## src/rtl/multicycle_ctrl_if.sv

```systemverilog
// Control bundle between the multicycle controller and the shared-memory
// datapath: opcode/flags/memory handshake in, mux selects, strobes and
// CPI counters out.
interface multicycle_ctrl_if #(
  parameter int CNT_W = 32
) ();
  logic [5:0]       opcode;
  logic             zero;
  logic             mem_ready;
  logic             pc_en;
  logic             iord;
  logic             memread;
  logic             memwrite;
  logic             irwrite;
  logic             memtoreg;
  logic             regdst;
  logic             regwrite;
  logic             alusrca;
  logic [1:0]       alusrcb;
  logic [1:0]       aluop;
  logic [1:0]       pcsource;
  logic             halted;
  logic             illegal;
  logic [CNT_W-1:0] cycles;
  logic [CNT_W-1:0] instructions;

  modport master (
    input  opcode, zero, mem_ready,
    output pc_en, iord, memread, memwrite, irwrite, memtoreg, regdst,
           regwrite, alusrca, alusrcb, aluop, pcsource, halted, illegal,
           cycles, instructions
  );

  modport slave (
    output opcode, zero, mem_ready,
    input  pc_en, iord, memread, memwrite, irwrite, memtoreg, regdst,
           regwrite, alusrca, alusrcb, aluop, pcsource, halted, illegal,
           cycles, instructions
  );
endinterface

```

## src/rtl/multicycle_ctrl.sv

```systemverilog
// Multicycle MIPS control unit: Moore FSM stepping each instruction through
// fetch/decode/execute/memory/write-back, with memory-ready wait states, a
// sticky HALT and saturating cycle/instruction counters.
// Optional feature macro: CTRL_ILLEGAL_TRAP_EN (trap illegal opcodes to HALT).
module multicycle_ctrl #(
  parameter int CNT_W = 32
) (
  input  logic             clk,
  input  logic             rst_n,
  multicycle_ctrl_if.master bus
);

  typedef enum logic [3:0] {
    IDLE, FETCH, DECODE, MEMADR, MEMRD, MEMWB, MEMWR,
    EXEC, RWB, ADDIEX, ADDIWB, BRANCH, JUMP, HALT
  } state_t;

  // State-decoded controls; fetch/pcwrite/pcwritecond feed the few
  // outputs that also depend on mem_ready or zero.
  typedef struct packed {
    logic       iord;
    logic       memread;
    logic       memwrite;
    logic       memtoreg;
    logic       regdst;
    logic       regwrite;
    logic       alusrca;
    logic [1:0] alusrcb;
    logic [1:0] aluop;
    logic [1:0] pcsource;
    logic       halted;
    logic       fetch;
    logic       pcwrite;
    logic       pcwritecond;
  } ctrl_t;

  localparam logic [5:0] OP_RTYPE = 6'b000000;
  localparam logic [5:0] OP_ADDI  = 6'b001000;
  localparam logic [5:0] OP_LW    = 6'b100011;
  localparam logic [5:0] OP_SW    = 6'b101011;
  localparam logic [5:0] OP_BEQ   = 6'b000100;
  localparam logic [5:0] OP_J     = 6'b000010;
  localparam logic [5:0] OP_HLT   = 6'b111111;

  state_t           state, nxt;
  ctrl_t            ctl;
  logic             bad_op;
  logic [CNT_W-1:0] cyc_q, ins_q;

  function automatic ctrl_t decode_state(input state_t s);
    ctrl_t c;
    c = '0;
    case (s)
      FETCH:  begin c.memread = 1'b1; c.alusrcb = 2'b01; c.fetch = 1'b1; end
      DECODE: c.alusrcb = 2'b11;
      MEMADR: begin c.alusrca = 1'b1; c.alusrcb = 2'b10; end
      MEMRD:  begin c.memread = 1'b1; c.iord = 1'b1; end
      MEMWB:  begin c.regwrite = 1'b1; c.memtoreg = 1'b1; end
      MEMWR:  begin c.memwrite = 1'b1; c.iord = 1'b1; end
      EXEC:   begin c.alusrca = 1'b1; c.aluop = 2'b10; end
      RWB:    begin c.regwrite = 1'b1; c.regdst = 1'b1; end
      ADDIEX: begin c.alusrca = 1'b1; c.alusrcb = 2'b10; end
      ADDIWB: c.regwrite = 1'b1;
      BRANCH: begin
        c.alusrca = 1'b1; c.aluop = 2'b01;
        c.pcwritecond = 1'b1; c.pcsource = 2'b01;
      end
      JUMP:   begin c.pcwrite = 1'b1; c.pcsource = 2'b10; end
      HALT:   c.halted = 1'b1;
      default: c = '0;
    endcase
    return c;
  endfunction

  // Next-state selection; wait states hold until mem_ready.
  always_comb begin
    nxt    = state;
    bad_op = 1'b0;
    case (state)
      IDLE:   nxt = FETCH;
      FETCH:  if (bus.mem_ready) nxt = DECODE;
      DECODE: begin
        case (bus.opcode)
          OP_RTYPE:     nxt = EXEC;
          OP_ADDI:      nxt = ADDIEX;
          OP_LW, OP_SW: nxt = MEMADR;
          OP_BEQ:       nxt = BRANCH;
          OP_J:         nxt = JUMP;
          OP_HLT:       nxt = HALT;
          default: begin
            bad_op = 1'b1;
`ifdef CTRL_ILLEGAL_TRAP_EN
            nxt = HALT;
`else
            nxt = FETCH;
`endif
          end
        endcase
      end
      MEMADR: nxt = (bus.opcode == OP_SW) ? MEMWR : MEMRD;
      MEMRD:  if (bus.mem_ready) nxt = MEMWB;
      MEMWB:  nxt = FETCH;
      MEMWR:  if (bus.mem_ready) nxt = FETCH;
      EXEC:   nxt = RWB;
      RWB:    nxt = FETCH;
      ADDIEX: nxt = ADDIWB;
      ADDIWB: nxt = FETCH;
      BRANCH: nxt = FETCH;
      JUMP:   nxt = FETCH;
      HALT:   nxt = HALT;
      default: nxt = IDLE;
    endcase
  end

  // FSM state plus registered controls decoded from the state being entered.
  always_ff @(posedge clk or negedge rst_n) begin
    if (!rst_n) begin
      state <= IDLE;
      ctl   <= '0;
    end else begin
      state <= nxt;
      ctl   <= decode_state(nxt);
    end
  end

  // Saturating counters: cycles outside IDLE/HALT, instructions per decode.
  always_ff @(posedge clk or negedge rst_n) begin
    if (!rst_n) begin
      cyc_q <= '0;
      ins_q <= '0;
    end else begin
      if (state != IDLE && state != HALT && cyc_q != '1) cyc_q <= cyc_q + 1'b1;
      if (state == DECODE && ins_q != '1)                 ins_q <= ins_q + 1'b1;
    end
  end

`ifdef CTRL_ILLEGAL_TRAP_EN
  logic illegal_q;
  // Sticky trap flag, set when an unknown opcode sends DECODE to HALT.
  always_ff @(posedge clk or negedge rst_n) begin
    if (!rst_n)                          illegal_q <= 1'b0;
    else if (state == DECODE && bad_op)  illegal_q <= 1'b1;
  end
  assign bus.illegal = illegal_q;
`else
  logic unused_bad_op;
  assign unused_bad_op = bad_op;
  assign bus.illegal   = 1'b0;
`endif

  // mem_ready gates IR/PC load only in FETCH; zero only matters in BRANCH.
  assign bus.irwrite  = ctl.fetch & bus.mem_ready;
  assign bus.pc_en    = (ctl.fetch & bus.mem_ready) | ctl.pcwrite |
                        (ctl.pcwritecond & bus.zero);
  assign bus.iord     = ctl.iord;
  assign bus.memread  = ctl.memread;
  assign bus.memwrite = ctl.memwrite;
  assign bus.memtoreg = ctl.memtoreg;
  assign bus.regdst   = ctl.regdst;
  assign bus.regwrite = ctl.regwrite;
  assign bus.alusrca  = ctl.alusrca;
  assign bus.alusrcb  = ctl.alusrcb;
  assign bus.aluop    = ctl.aluop;
  assign bus.pcsource = ctl.pcsource;
  assign bus.halted   = ctl.halted;
  assign bus.cycles       = cyc_q;
  assign bus.instructions = ins_q;

endmodule

```

## src/flat_wrapper.sv

```systemverilog
// flat-port wrapper written by rule: the top's interface ports become plain ports
module multicycle_ctrl_flat 
#(
  parameter int CNT_W = 32
)
  (clk, rst_n, bus_opcode, bus_zero, bus_mem_ready, bus_pc_en, bus_iord, bus_memread, bus_memwrite, bus_irwrite, bus_memtoreg, bus_regdst, bus_regwrite, bus_alusrca, bus_alusrcb, bus_aluop, bus_pcsource, bus_halted, bus_illegal, bus_cycles, bus_instructions);
  multicycle_ctrl_if #(.CNT_W(CNT_W)) bus_i ();
  input  logic clk;
  input  logic rst_n;
  input wire logic [$bits(bus_i.opcode)-1:0] bus_opcode;
  input wire logic [$bits(bus_i.zero)-1:0] bus_zero;
  input wire logic [$bits(bus_i.mem_ready)-1:0] bus_mem_ready;
  output wire logic [$bits(bus_i.pc_en)-1:0] bus_pc_en;
  output wire logic [$bits(bus_i.iord)-1:0] bus_iord;
  output wire logic [$bits(bus_i.memread)-1:0] bus_memread;
  output wire logic [$bits(bus_i.memwrite)-1:0] bus_memwrite;
  output wire logic [$bits(bus_i.irwrite)-1:0] bus_irwrite;
  output wire logic [$bits(bus_i.memtoreg)-1:0] bus_memtoreg;
  output wire logic [$bits(bus_i.regdst)-1:0] bus_regdst;
  output wire logic [$bits(bus_i.regwrite)-1:0] bus_regwrite;
  output wire logic [$bits(bus_i.alusrca)-1:0] bus_alusrca;
  output wire logic [$bits(bus_i.alusrcb)-1:0] bus_alusrcb;
  output wire logic [$bits(bus_i.aluop)-1:0] bus_aluop;
  output wire logic [$bits(bus_i.pcsource)-1:0] bus_pcsource;
  output wire logic [$bits(bus_i.halted)-1:0] bus_halted;
  output wire logic [$bits(bus_i.illegal)-1:0] bus_illegal;
  output wire logic [$bits(bus_i.cycles)-1:0] bus_cycles;
  output wire logic [$bits(bus_i.instructions)-1:0] bus_instructions;
  assign bus_i.opcode = bus_opcode;
  assign bus_i.zero = bus_zero;
  assign bus_i.mem_ready = bus_mem_ready;
  assign bus_pc_en = bus_i.pc_en;
  assign bus_iord = bus_i.iord;
  assign bus_memread = bus_i.memread;
  assign bus_memwrite = bus_i.memwrite;
  assign bus_irwrite = bus_i.irwrite;
  assign bus_memtoreg = bus_i.memtoreg;
  assign bus_regdst = bus_i.regdst;
  assign bus_regwrite = bus_i.regwrite;
  assign bus_alusrca = bus_i.alusrca;
  assign bus_alusrcb = bus_i.alusrcb;
  assign bus_aluop = bus_i.aluop;
  assign bus_pcsource = bus_i.pcsource;
  assign bus_halted = bus_i.halted;
  assign bus_illegal = bus_i.illegal;
  assign bus_cycles = bus_i.cycles;
  assign bus_instructions = bus_i.instructions;
  multicycle_ctrl #(.CNT_W(CNT_W)) u_core (.clk(clk), .rst_n(rst_n), .bus(bus_i));
endmodule
```

## config.mk

```make
export PLATFORM = sky130hd
export DESIGN_NAME = multicycle_ctrl_flat
export DESIGN_NICKNAME = d
export VERILOG_FILES = /design/src/rtl/multicycle_ctrl_if.sv /design/src/rtl/multicycle_ctrl.sv /design/src/flat_wrapper.sv
export SDC_FILE = /design/constraint.sdc
export NUM_CORES = 1
export LEC_CHECK = 0
export ABC_AREA = 1
export CORE_MARGIN = 2
export CORE_UTILIZATION = 53
export DETAILED_ROUTE_END_ITERATION = 16
export HOLD_SLACK_MARGIN = 0.02
export PLACE_DENSITY = 0.91
export SYNTH_ARGS = -nofsm -noshare
export SYNTH_HDL_FRONTEND = slang
export SYNTH_SLANG_ARGS = --single-unit
export TNS_END_PERCENT = 1
```

## constraint.sdc

```tcl
create_clock -name clk -period 2.05 [get_ports clk]
set_input_delay 0.41 -clock clk [delete_from_list [all_inputs] [get_ports clk]]
set_output_delay 0.41 -clock clk [all_outputs]
set_load 0.1 [all_outputs]
```

==> impl_metrics.json <==
{
  "synthArstFlopShare_pct": 100,
  "synth_ff_type": "dfrtp_1",
  "synth_edf_count": 0,
  "drive_above_1_share_pct": 23.7,
  "core-area_um2": 8810,
  "leakagePower_nw": 2.89,
  "first_pass_iters": 5,
  "final_cell_mix": "nand2_1, nor2_1, buf_4, inv_1, dfrtp_2",
  "syn-instance-count": 670,
  "clkTransAtPathRegs_ps": 90,
  "cts_tree": "built",
  "finalClockSkew_ps": 7.92,
  "ir_worst_vdd_mv": 0.744,
  "syn_nets": 682,
  "grt-ovfl-total": 0,
  "synth_cell_types": 28,
  "ios": 91,
  "ys_ff_latch": 83,
  "worstPathArrival_ps": 2180,
  "crit_path_max_fanout": 38,
  "ant_nets": 0,
  "vias_per_cell": 5.38,
  "row_count": 34,
  "cts_max_level": 3,
  "fmax_ghz": 0.510,
  "mostFrequentLayoutCell": "nand2_1",
  "required_ps": 2270,
  "drv_slew": 0,
  "cts_sinks": 83,
  "synth.avg_cell_area_um2": 7.22,
  "initial_core_util_pct": 54.9,
  "syn_area_um2": 4840,
  "place_hpwl_um": 9450,
  "grt_pass1_vias": 4462,
  "path_class": "reg2reg",
  "rsz0062_at_grt": "false",
  "yosysSeqAreaShare_pct": 42.9,
  "nets": 778,
  "drc": 0,
  "die-area_um2": 9910,
  "finalPower_mw": 6.33,
  "grt_max_degree": 64,
  "whs_ps": 478,
  "worstSkewPairLatency_ps": 360,
  "setup_viol_count_final": 0,
  "antenna_found_initial": 0,
  "grt_first_pass_wirelength_um": 20600,
  "hp-class": "in2async",
  "maxCapViolCount": 0,
  "period_share_pct": 95.6,
  "final_hold_viol_count": 0,
  "diodes": 0,
  "die_h_um": 99.5,
  "multiInputGateArea_um2": 2370,
  "globalplace.congestion": 0.946,
  "area_growth_pct": 24.7,
  "ff_latch_area_um2": 2150,
  "wl_per_cell_um": 14.4,
  "numCtsBuffers": 9,
  "fill_cells": 709,
  "via_count": 4726,
  "endpoint_kind": "flip-flop",
  "grt_use_total_pct": 26.0,
  "yosys_warnings": 0,
  "dr.first_iter.drc_count": 343,
  "place_inst": 862,
  "instances_no_fill": 879,
  "cts_root_buffer": "clkbuf_8",
  "start_kind": "flip-flop",
  "portBuffers": 89,
  "clock_path_buffers": 2,
  "powerDensity_nw_per_um2": 1050,
  "fin_crit_ps": 1960,
  "die_x_um": 99.5,
  "drt-total-wl_um": 12600,
  "outcome": "finished clean"
}
==> metal layers <==
metal	share of wire (%)	GRT usage (%)	wire, um
met1	42	34.9	5310
met2	48	42.6	6120
met3	7.4	4.78	929
met4	2.1	9.06	263
met5	0	0	0
==> repair_timing <==
| item | CTS | global route |
|---|---|---|
| setup buffers | 0 | 0 |
| hold buffers | 1 | 0 |
| gates resized for setup | 0 | 9 |
| setup endpoints to repair | 0 | 55 |
| endpoints found under the hold margin | 20 | 0 |
==> final cells by class <==
cell class	count	share of cell area, %
Timing Repair Buffer	102	14.0
Clock buffer	10	2.28
Multi-Input combinational cell	496	39.3
Clock inverter	6	1.87
Inverter	74	4.69
Sequential cell	83	35.7
Tap cell	108	2.24
==> worst max-delay path, cell delays in order (launching register included) <==
cell	delay [ps]
dfrtp_4	450
ha_1	190
inv_1	110
nor3_4	170
nand2_1	120
nor2_1	210
nand2_1	100
nand2_2	100
inv_4	140
nand2_1	110
o21ai_0	90
==> logic make-up (layout without fill, tap and decap cells) <==
logic type	Yosys count	after routing	share of synthesized area (%)
AOI/OAI and AO/OA	32	32	3.59
xor gates and xnor gates	53	53	9.59
adders and majority gates	2	2	0.517
buffers and inverters	91	192	8.43
DFF	83	83	42.9
other	1	1	0.0775
and+or+nand+nor	408	408	34.9
==> power breakdown <==
part | internal, mW | total [mW] | leakage, nW | switching (mW)
registers | 1.87 | 2.07 | 1.04 | 0.198
clock network | 0.845 | 1.49 | 0.126 | 0.645
logic | 0.623 | 2.77 | 1.72 | 2.14
total | 3.34 | 6.33 | 2.89 | 2.99
==> synthesized netlist by cell type (all sizes together), types with 2 or more instances <==
library cell	instances	area [um^2]
nand2	230	866
nor2	95	367
dfrtp	83	2080
inv	74	278
xor2	41	359
nand3	34	170
nor3	28	145
o21ai	27	146
buf	17	130
nand4	14	87.6
xnor2	12	105
a21oi	4	20.0
nand3b	3	22.5
ha	2	25.0
==> through the flow <==
stage	TNS (ps)	util (%)	instance area [um^2]	worst slack [ps]
floorplan	-22.6	-	4920	-12.8
global placement	0	65.3	5750	68.5
detailed placement	-48.2	65.3	5750	-21.1
CTS	0	68.2	6010	7.04
global route	0	68.5	6030	1.06
finish	0	68.5	6030	89.7
==> worst paths after layout <==
kind                                                          from                                      end  slack, ps  cells past startpoint
hold / removal                                               rst_n   u_core.bus.instructions[0]$_DFFE_PN0P_        480                      2
setup reg to reg            u_core.bus.instructions[0]$_DFFE_PN0P_  u_core.bus.instructions[26]$_DFFE_PN0P_         90                     10
hold reg to reg            u_core.bus.instructions[28]$_DFFE_PN0P_  u_core.bus.instructions[28]$_DFFE_PN0P_        510                      1
max in group asynchronous                                    rst_n  u_core.bus.instructions[30]$_DFFE_PN0P_        920                      3
min in group clk           u_core.bus.instructions[28]$_DFFE_PN0P_  u_core.bus.instructions[28]$_DFFE_PN0P_        510                      1
setup / recovery            u_core.bus.instructions[0]$_DFFE_PN0P_  u_core.bus.instructions[26]$_DFFE_PN0P_         90                     10
==> flip-flops by register name, indices dropped and copies added, names as in the netlist, 2 cells and up <==
register	count
u_core.state	4
u_core.bus.alusrcb	2
u_core.ctl	2
u_core.bus.instructions	32
u_core.bus.cycles	32
u_core.bus.pcsource	2
Note: power is estimated with default switching activity, not from simulation.
